`src/rtl/uart_tx_datapath.sv`:
```
`default_nettype none
// ============================================================================
// Module      : uart_tx_datapath
// Description : UART transmit datapath. Captures a parallel word with its
//               parity, serializes it LSB-first under FSM control and drives
//               the registered serial line through a frame-field mux.
// Revision    : 1.0 - initial release
// ============================================================================
module uart_tx_datapath #(
    parameter int WIDTH = 8
) (
    input  logic             CLK,
    input  logic             RST,
    input  logic [WIDTH-1:0] P_DATA,
    input  logic             DATA_VALID,
    input  logic             PAR_TYP,
    input  logic             Busy,
    input  logic             ser_en,
    input  logic [1:0]       mux_sel,
    output logic             ser_done,
    output logic             TX_OUT,
    output logic             par_bit
);

    localparam int c_CNT_W = (WIDTH > 2) ? $clog2(WIDTH) : 1;

    localparam logic [1:0] c_SEL_START  = 2'b00;
    localparam logic [1:0] c_SEL_IDLE   = 2'b01;
    localparam logic [1:0] c_SEL_DATA   = 2'b10;
    localparam logic [1:0] c_SEL_PARITY = 2'b11;

    localparam logic [c_CNT_W-1:0] c_LAST_BIT = c_CNT_W'(WIDTH - 1);

    logic [WIDTH-1:0]   shift_reg_q, shift_reg_d;
    logic [c_CNT_W-1:0] bit_cnt_q,   bit_cnt_d;
    logic               par_bit_q,   par_bit_d;
    logic               tx_out_q,    tx_out_d;

    logic w_load;
    logic w_shift;
    logic w_ser_out;
    logic w_mux;

    // A word offered while a frame is in flight is dropped, not queued.
    assign w_load    = DATA_VALID & ~Busy;
    assign w_shift   = ser_en & (mux_sel == c_SEL_DATA) & ~w_load;
    assign w_ser_out = shift_reg_q[0];

    always_comb begin
        shift_reg_d = shift_reg_q;
        bit_cnt_d   = bit_cnt_q;
        par_bit_d   = par_bit_q;
        if (w_load) begin
            shift_reg_d = P_DATA;
            bit_cnt_d   = '0;
            par_bit_d   = PAR_TYP ? ~^P_DATA : ^P_DATA;
        end else if (w_shift) begin
            shift_reg_d = {1'b0, shift_reg_q[WIDTH-1:1]};
            bit_cnt_d   = (bit_cnt_q == c_LAST_BIT) ? '0 : bit_cnt_q + 1'b1;
        end
    end

    always_comb begin
        w_mux = 1'b1;
        case (mux_sel)
            c_SEL_START:  w_mux = 1'b0;
            c_SEL_IDLE:   w_mux = 1'b1;
            c_SEL_DATA:   w_mux = w_ser_out;
            c_SEL_PARITY: w_mux = par_bit_q;
            default:      w_mux = 1'b1;
        endcase
    end

    assign tx_out_d = w_mux;

    // Line resets high so an aborted frame falls straight back to idle.
    always_ff @(posedge CLK or posedge RST) begin
        if (RST) begin
            shift_reg_q <= '0;
            bit_cnt_q   <= '0;
            par_bit_q   <= 1'b0;
            tx_out_q    <= 1'b1;
        end else begin
            shift_reg_q <= shift_reg_d;
            bit_cnt_q   <= bit_cnt_d;
            par_bit_q   <= par_bit_d;
            tx_out_q    <= tx_out_d;
        end
    end

    // Not gated by ser_en so the FSM may release it in the final data cycle.
    assign ser_done = (mux_sel == c_SEL_DATA) && (bit_cnt_q == c_LAST_BIT);
    assign TX_OUT   = tx_out_q;
    assign par_bit  = par_bit_q;

endmodule
`default_nettype wire

```
`config.mk`:
```
export PLATFORM = sky130hd
export DESIGN_NAME = uart_tx_datapath
export DESIGN_NICKNAME = d
export VERILOG_FILES = /design/src/rtl/uart_tx_datapath.sv
export SDC_FILE = /design/constraint.sdc
export NUM_CORES = 1
export LEC_CHECK = 0
export CAP_MARGIN = 20
export CORE_MARGIN = 2
export CORE_UTILIZATION = 44
export DETAILED_ROUTE_END_ITERATION = 8
export GPL_TIMING_DRIVEN = 0
export PLACE_DENSITY = 0.75
export RECOVER_POWER = 100
export SYNTH_ARGS = -nofsm -noshare
export SYNTH_HDL_FRONTEND = slang
export SYNTH_SLANG_ARGS = --single-unit
```
`constraint.sdc`:
```
create_clock -name CLK -period 1.5 [get_ports CLK]
set_input_delay 0.3 -clock CLK [delete_from_list [all_inputs] [get_ports CLK]]
set_output_delay 0.3 -clock CLK [all_outputs]
set_load 0.01 [all_outputs]
```
==> impl_metrics.yaml, run 1 <==
outcome:
  status: "finished with violations"
  violations: "setup timing"
route:
  ant_nets: 0
  dr_total_vias: 552
  wl_per_cell_um: 14.4
  dr.pass1.iters: 4
  avgViaCountPerCell: 5.47
  drt_iter0_drc: 35
  drc: 0
  drt-total-wl_mm: 1.46
global_routing:
  grt_max_degree: 14
  grtUsageMet2_pct: 27.7
  grt_pass1_vias: 537
  gr-max-usage-layer: "met2"
  gr-total-overflow: 0
  antenna_found_initial: 0
  grt_usage_pct: 16.8
  grt_first_pass_wirelength_mm: 2.26
  met3_usage_pct: 3.02
  met1_usage_pct: 20.7
min_path:
  whs_path_depth: 2
  hp-start: "mux_sel[1]"
  hold_class: "in2reg"
  holdPathEnd: "TX_OUT"
synth:
  synthFlopType: "dfrtp_1"
  ys_ff_latch: 13
  synth_seq_area_share_pct: 50.2
  syn_inst: 58
  ys_types: 23
  syn_nets: 76
  synth_edf_count: 0
  synth_top_area_cell: "dfrtp_1"
  yosys.cell_count.top_type: "dfrtp_1"
  yosys-top-cells-count: "12 x dfrtp_1, 9 x inv_1, 5 x a222oi_1"
  synth_area_per_cell_um2: 11.2
  yosysWarnings: 0
  synth-async-reset-ratio_pct: 100
  synthDominantCellAreaShare_pct: 46.2
  synth.area.top_cells: "dfrtp_1 46%, a222oi_1 7.7%, xnor2_1 5.4%, inv_1 5.2%, dfstp_2 4.0%"
  syn_area_um2: 651
layout:
  fin_area_um2: 961
  area_growth_syn_to_layout_pct: 47.7
  diodes: 0
  finish.utilization_pct: 72.0
  fin_nets: 105
  drive_gt1_share_pct: 23.3
place:
  gp_congestion: 0.659
  port_buffers: 18
  postPlaceCellArea_um2: 850
  dp_hpwl_mm: 1.04
sta:
  relSlewSlack_pct: 67.5
  report.final.hold_viol_count: 0
  maxSlewViolCount: 0
  min_period_over_period_pct: 104
  final.setup.tns_ns: -0.0622
  tightestPinTransition_ns: 0.486
  fmax_mhz: 640
  rsz0062_at_grt: "yes"
  skew_ns: 0.00300
  finalSetupViolCount: 1
  setup_ws_ns: -0.0622
  post-route-min-period_ns: 1.56
power:
  combPwrFrac_pct: 27.0
  power_frac_seq_pct: 49.1
  power.leakage_uw: 0.000491
  p_per_area_nw_per_um2: 919
  p_int_uw: 647
  switching_share_pct: 26.7
  vdd_drop_max_uv: 644
  clkPwrFrac_pct: 23.9
  p_sw_uw: 236
  finalPower_uw: 883
setup_path:
  startpoint: "bit_cnt_q[1]"
  required_ns: 1.20
  crit_type: "reg2out"
  reg2reg_depth: 4
  crit_fanout: 2
  end_kind: "primary output"
  worstReg2RegEnd: "bit_cnt_q[0]"
  r2r-start: "bit_cnt_q[1]"
  start_kind: "flop"
  r2r_setup_slack_ns: 0.32
  worstPathArrival_ns: 1.26
clock_tree:
  clockBufferDepth: 2
  cts_buffers: 3
  cts-htree-levels: 1
  cts_tree: "built"
  clkSinkCount: 13
  cts-hold-fix-buffers: 0
  clkTransAtPathRegs_ns: 0.07
  cts-root-buf: "clkbuf_4"
  clock_latency_ns: 0.27
floorplanning:
  die_h_um: 42.5
  initial_core_util_pct: 48.8
  core_um2: 1330
  fp.dieW_um: 42.5
  die-area_um2: 1800
  io_pins: 19
  row_count: 13
flow_run:
  maxCapViolations: 0
[critical path, cell delays in order (launching register included)]
cell and delay (ns):
dfrtp_1 0.39, ha_2 0.20, ha_4 0.15, and2_1 0.12, buf_2 0.13
[stage by stage]
step                cells  hold slack, ns  worst slack (ns)
global placement       91           0.470            -0.484
detailed placement     91           0.485            -0.492
finish                101           0.260           -0.0622
global route          101           0.261            -0.118
CTS                    96           0.370           -0.0657
floorplan              58           0.176             0.290
[how the worst max path moves through the flow]
stage | to | slack [ns] | cells past startpoint
finish | ser_done | -0.06 | 4
global route | ser_done | -0.12 | 4
CTS | ser_done | -0.07 | 4
detailed placement | ser_done | -0.49 | 4
global placement | ser_done | -0.48 | 4
floorplan | shift_reg_q[1] | 0.29 | 5
[repair_timing]
| item | in CTS | in global routing |
|---|---|---|
| hold endpoints to repair | 0 | 0 |
| setup endpoints to repair | 5 | 9 |
| pin swaps | 2 | 5 |
| gates resized for setup | 8 | 11 |
| setup buffers | 1 | 6 |
| gates cloned | 0 | 0 |
[state kept, by name, summed over array words and instances (netlist names)]
name and flops:
bit_cnt_q 3, par_bit 1, shift_reg_q 8, TX_OUT 1
[cell families (layout without fill, tap and decap cells)]
group	count (synthesis)	count (layout)	synth area share, %
and+or+nand+nor	8	8	7.31
AOI/OAI and AO/OA	17	17	19.6
DFF	13	13	50.2
adders and majority gates	2	2	3.85
buffers and inverters	11	39	7.50
xor gates and xnor gates	7	7	11.5
[per-layer routing]
metal	part of all wire, %	vias up
met3	5.2	2
met1	44	262
met5	0	-
met4	0.55	0
met2	50	24
li1	-	264
[cells in the final DEF, fill, tap and decap left out, drive strengths merged]
| cell type | count |
|---|---|
| dlymetal6s2s | 4 |
| o22ai | 2 |
| dlygate4sd3 | 1 |
| and2b | 1 |
| a222oi | 5 |
| dlygate4sd2 | 1 |
| inv | 9 |
| nor2b | 1 |
| dfstp | 1 |
| xnor2 | 4 |
| clkdlybuf4s50 | 10 |
| ha | 2 |
| clkbuf | 4 |
| a31oi | 1 |
| a21oi | 4 |
| buf | 9 |
| nand3 | 1 |
| and2 | 1 |
| dfrtp | 12 |
| a22o | 3 |
| clkdlybuf4s25 | 1 |
| o21ai | 1 |
| o31ai | 1 |
| and3 | 1 |
| nand2b | 1 |
| xnor3 | 1 |
| nand2 | 2 |
| xor2 | 2 |
[layout make-up]
type	instances	area, um2
clock buffer	4	26.3
sequential	13	327
buffer	1	11.3
fill	100	373
tap	15	18.8
timing repair buffer	25	236
inverter	9	33.8
multi-input combinational	34	308
[power by group through the flow]
stage	sequential, uW	clock (uW)	combinational (uW)
after floorplan	440	0	119
after global placement	437	0	213
after detailed placement	441	0	218
after CTS	433	215	225
after global routing	442	231	261
final	433	211	239
(Power assumes the default switching activity.)
==> run 2: changes to the inputs <==
REMOVE_ABC_BUFFERS = 1   (was unset)
==> run 2 against run 1 <==
Via count fell by 7.6%. First-iteration DRC count shrank 11%. Largest cell class unchanged. Non-clock buffer count down 7. Setup slack lost 0.012 ns. Largest power group unchanged. Combinational power down 10%. Cell count is 6.9% lower. Count of clock-buffer cells in the layout stayed put. Clock skew about the same. Total power is 2.9% lower. The run still ends with setup timing left. Die area is the same. Critical path depth is the same.
==> impl_metrics.yaml, run 2 (synthesized netlist as in run 1, its figures left out) <==
outcome:
  status: "finished with violations"
  violations: "setup timing"
global_routing:
  grt_pass1_vias: 496
  grt_first_pass_wirelength_mm: 2.08
  grt_max_degree: 14
  met3_usage_pct: 3.02
  grtUsageMet2_pct: 24.9
  gr-max-usage-layer: "met2"
  gr-total-overflow: 0
  antenna_found_initial: 0
  grt_usage_pct: 15.6
  met1_usage_pct: 20.1
power:
  vdd_drop_max_uv: 608
  switching_share_pct: 26.5
  p_per_area_nw_per_um2: 953
  clkPwrFrac_pct: 24.5
  power_frac_seq_pct: 50.5
  p_sw_uw: 227
  power.leakage_uw: 0.000440
  p_int_uw: 630
  combPwrFrac_pct: 25.0
floorplanning:
  die_h_um: 42.5
  io_pins: 19
  row_count: 13
  die-area_um2: 1800
  initial_core_util_pct: 48.8
  core_um2: 1330
  fp.dieW_um: 42.5
route:
  drc: 0
  wl_per_cell_um: 14.1
  dr_total_vias: 510
  avgViaCountPerCell: 5.43
  drt_iter0_drc: 31
  dr.pass1.iters: 4
  drt-total-wl_mm: 1.33
  ant_nets: 0
clock_tree:
  clkTransAtPathRegs_ns: 0.08
  clockBufferDepth: 2
  clock_latency_ns: 0.27
  cts-root-buf: "clkbuf_4"
  cts-htree-levels: 1
  cts_tree: "built"
  clkSinkCount: 13
  cts-hold-fix-buffers: 0
  cts_buffers: 3
setup_path:
  startpoint: "bit_cnt_q[0]"
  start_kind: "flop"
  required_ns: 1.20
  worstPathArrival_ns: 1.27
  crit_end: "ser_done"
  worstReg2RegEnd: "bit_cnt_q[2]"
  crit_type: "reg2out"
  r2r-start: "bit_cnt_q[0]"
  crit_fanout: 2
  reg2reg_depth: 3
  r2r_setup_slack_ns: 0.36
  end_kind: "primary output"
place:
  gp_congestion: 0.700
  dp_cells: 89
  port_buffers: 18
sta:
  min_period_over_period_pct: 105
  tightestPinTransition_ns: 0.495
  fmax_mhz: 635
  setup_ws_ns: -0.0747
  report.final.hold_viol_count: 0
  rsz0062_at_grt: "yes"
  maxSlewViolCount: 0
  post-route-min-period_ns: 1.57
  finalSetupViolCount: 1
  skew_ns: 0.00274
  relSlewSlack_pct: 67.0
min_path:
  hold_class: "in2reg"
layout:
  mostFrequentLayoutCells: "12 x dfrtp_1, 12 x clkdlybuf4s50_1, 9 x inv_1, 5 x a222oi_1, 4 x xnor2_1"
  fin_nets: 98
  finish.utilization_pct: 67.4
  largest_reg_flops: 8
  layoutNonFillerInstCount: 94
  reg.largest.list: "shift_reg_q x8, bit_cnt_q x3"
  fillCellCount: 110
  drive_gt1_share_pct: 13.9
  diodes: 0
  area_growth_syn_to_layout_pct: 38.3
  regMostFlops: "shift_reg_q"
flow_run:
  maxCapViolations: 0
==> run 2: cell count changes in the layout (fill, tap and decap cells not counted) <==
cell             change
clkdlybuf4s50_1      +2
and2b_1              +1
buf_4                -6
nand2b_1             +1
dlymetal6s2s_1       -2
nand2b_2             -1
and2_1               -1
and3_4               -1
and2b_2              -1
and3_1               +1
and2_4               +1
buf_2                -1
==> run 2: timing repair <==
item / in CTS / in global routing
endpoints found under the setup margin: 14 / 14
setup buffers: 0 / 1
pin swaps: 2 / 5
resized for setup: 8 / 8
==> run 2: area by class of cell <==
cell class,instances,area [um2],share of cell area [%]
multi-input combinational,34,302,33.5
clock buffer,4,26.3,2.92
tap,15,18.8,2.09
sequential,13,327,36.3
inverter,9,33.8,3.76
timing repair buffer,19,193,21.4
==> run 2: per-stage QoR <==
step	setup WS [ns]	total power [uW]	setup TNS [ns]	hold slack, ns	instance area [um2]
final	-0.0747	857	-0.0747	0.342	900
after global routing	-0.0998	906	-0.711	0.354	900
after CTS	-0.0845	865	-0.0845	0.369	863
after detailed placement	-0.556	654	-6.53	0.479	835
after global placement	-0.532	645	-6.23	0.473	835
after floorplan	0.225	554	0	0.176	636
==> run 2: worst max-delay path: stages (launching register included) <==
cell and delay [ns]:
dfrtp_1 0.40, ha_2 0.21, ha_4 0.16, and2_4 0.13
buf_6 0.11
==> run 2: worst min path at each step <==
stage / startpoint / endpoint / slack, ns / depth (start not counted)
final: P_DATA[3] / shift_reg_q[3] / 0.34 / 3
after global routing: P_DATA[3] / shift_reg_q[3] / 0.35 / 3
after CTS: RST / shift_reg_q[7] / 0.37 / 2
after detailed placement: shift_reg_q[3] / shift_reg_q[2] / 0.48 / 2
after global placement: shift_reg_q[2] / shift_reg_q[1] / 0.47 / 2
after floorplan: RST / bit_cnt_q[0] / 0.18 / 1
==> run 2: power groups by stage <==
stage | clock network [uW] | logic [uW] | registers, uW
after detailed placement | 0 | 212 | 441
after global placement | 0 | 207 | 438
after CTS | 217 | 213 | 434
final | 210 | 214 | 433
after global routing | 231 | 236 | 440
after floorplan | 0 | 114 | 440
==> run 2: routing by layer <==
layer	wire length (um)	share of wire (%)
met3	79	6.0
met5	0	0
met4	4	0.30
met1	567	43
met2	674	51
==> run 3: changes to the inputs <==
CORE_UTILIZATION = 40   (was 44)
PLACE_DENSITY = 0.72   (was 0.75)
clock period = 1.31 ns   (was 1.5 ns; I/O delays follow)
==> run 3 against run 2 <==
The flow still finishes with violations (setup timing). Die area rose by 9.0%. Count of clock-buffer cells in the layout is the same. Sequential cell count unchanged. Clock power is 16% higher. Largest cell class is now multi-input gates.
==> impl_metrics.yaml, run 3 (synthesized netlist as in run 1, its figures left out) <==
setup_path:
  worstPathCellList: "ha_2, ha_4, and2_4, buf_6"
  critPathMaxStageDelay_ns: 0.41
  end_kind: "primary output"
  crit_type: "reg2out"
  r2r_setup_slack_ns: 0.16
  crit_slowest_cell: "dfrtp_1"
  start_kind: "flop"
  crit_fanout: 3
  worstPathArrival_ns: 1.29
  required_ns: 1.05
floorplanning:
  die_h_um: 44.3
  io_pins: 19
  fp.dieW_um: 44.3
  row_count: 14
  die-area_um2: 1970
  initial_core_util_pct: 42.7
  core_um2: 1520
route:
  dr.pass1.iters: 5
  dr_total_vias: 535
  drc: 0
  drt_iter0_drc: 26
  drt-total-wl_mm: 1.39
  wl_per_cell_um: 14.2
  avgViaCountPerCell: 5.46
  ant_nets: 0
clock_tree:
  clock_latency_ns: 0.27
  clkTransAtPathRegs_ns: 0.08
  cts_buffers: 3
  clkSinkCount: 13
  clockBufferDepth: 2
  cts-root-buf: "clkbuf_4"
  cts-hold-fix-buffers: 0
  cts-htree-levels: 1
  cts_tree: "built"
sta:
  finalSetupViolCount: 2
  final.setup.tns_ns: -0.243
  report.final.hold_viol_count: 0
  skew_ns: 0.00433
  setup_ws_ns: -0.242
  maxSlewViolCount: 0
  min_period_over_period_pct: 118
  relSlewSlack_pct: 67.9
  post-route-min-period_ns: 1.55
  tightestPinTransition_ns: 0.481
  rsz0062_at_grt: "yes"
  fmax_mhz: 644
global_routing:
  grt_max_degree: 14
  grt_pass1_vias: 512
  gr-total-overflow: 0
  grt_usage_pct: 16.2
  grt_first_pass_wirelength_mm: 2.20
  antenna_found_initial: 0
power:
  clkPwrFrac_pct: 24.6
  switching_share_pct: 27.2
  combPwrFrac_pct: 25.1
  p_per_area_nw_per_um2: 1040
  p_int_uw: 719
  power.leakage_uw: 0.000478
  vdd_drop_max_uv: 790
  p_sw_uw: 269
  power_frac_seq_pct: 50.3
place:
  gp_congestion: 0.619
  port_buffers: 18
  postPlaceCellArea_um2: 836
  dp_hpwl_um: 881
layout:
  fillCellCount: 123
  multi_input_area_um2: 344
  diodes: 0
  drive_gt1_share_pct: 22.0
  area_growth_syn_to_layout_pct: 45.8
  regMostFlops: "shift_reg_q"
  reg.largest.list: "shift_reg_q x8, bit_cnt_q x3"
  fin_nets: 101
  fin_area_um2: 948
  mostFrequentLayoutCells: "12 x dfrtp_1, 9 x inv_1, 6 x dlygate4sd2_1, 5 x a222oi_1, 5 x clkdlybuf4s50_1"
  largest_reg_flops: 8
  final_common_cell: "dfrtp_1"
  register_area_um2: 327
min_path:
  hold_class: "in2reg"
outcome:
  violations: "setup timing"
  status: "finished with violations"
flow_run:
  maxCapViolations: 0
run 3: power by group through the flow:
stage | Sequential [uW] | Clock (uW) | Combinational [uW]
after floorplan | 504 | 0 | 130
after detailed placement | 504 | 0 | 240
after global placement | 502 | 0 | 237
final | 496 | 243 | 248
after global routing | 501 | 285 | 275
after CTS | 496 | 255 | 247
run 3: final cells by class:
type                    count  area share, %
clock buffers               4           2.77
inverters                   9           3.56
multi-input cells          35           36.3
flip-flops and latches     13           34.4
well taps                  16           2.11
repair buffers             21           20.8
run 3: path summary, 6_finish.rpt:
kind	startpoint	to	cells after the start
worst max-delay path	bit_cnt_q[0]	ser_done	4
worst min-delay path	mux_sel[1]	TX_OUT	2
min in group asynchronous	RST	shift_reg_q[0]	2
worst max register to register	bit_cnt_q[0]	bit_cnt_q[2]	3
max in group asynchronous	RST	TX_OUT	2
worst min register to register	shift_reg_q[5]	shift_reg_q[4]	2
run 3: repair_timing:
item / CTS / global route
resized for setup: 21 / 11
endpoints found under the hold margin: 0 / 0
cloned: 1 / 0
pin swaps: 5 / 5
endpoints found under the setup margin: 15 / 9
buffers inserted: 2 / 1
run 3: critical path, delay by kind of cell, from the launching register on:
| family | cells | cell delay (ns) |
|---|---|---|
| adder cells (fa/ha/maj) | 2 | 0.37 |
| AND/OR/NAND/NOR | 1 | 0.13 |
| buffers and inverters | 1 | 0.11 |
| flip-flops | 1 | 0.41 |
run 3: through the flow:
stage	utilization (%)	std cells	setup slack (ns)	hold WS, ns	total power [uW]
detailed placement	54.8	90	-0.686	0.481	744
global route	62.2	98	-0.302	0.318	1060
floorplan	-	56	0.0734	0.138	634
global placement	54.8	90	-0.687	0.466	739
CTS	59.6	97	-0.241	0.320	997
finish	62.2	98	-0.242	0.321	987
run 3: routing by layer:
metal	part of all wire, %	up-vias	GRT usage [%]
met4	0	0	5.45
li1	-	259	-
met2	51	19	25.0
met1	42	257	20.2
met3	6.2	0	7.35
met5	0	-	0
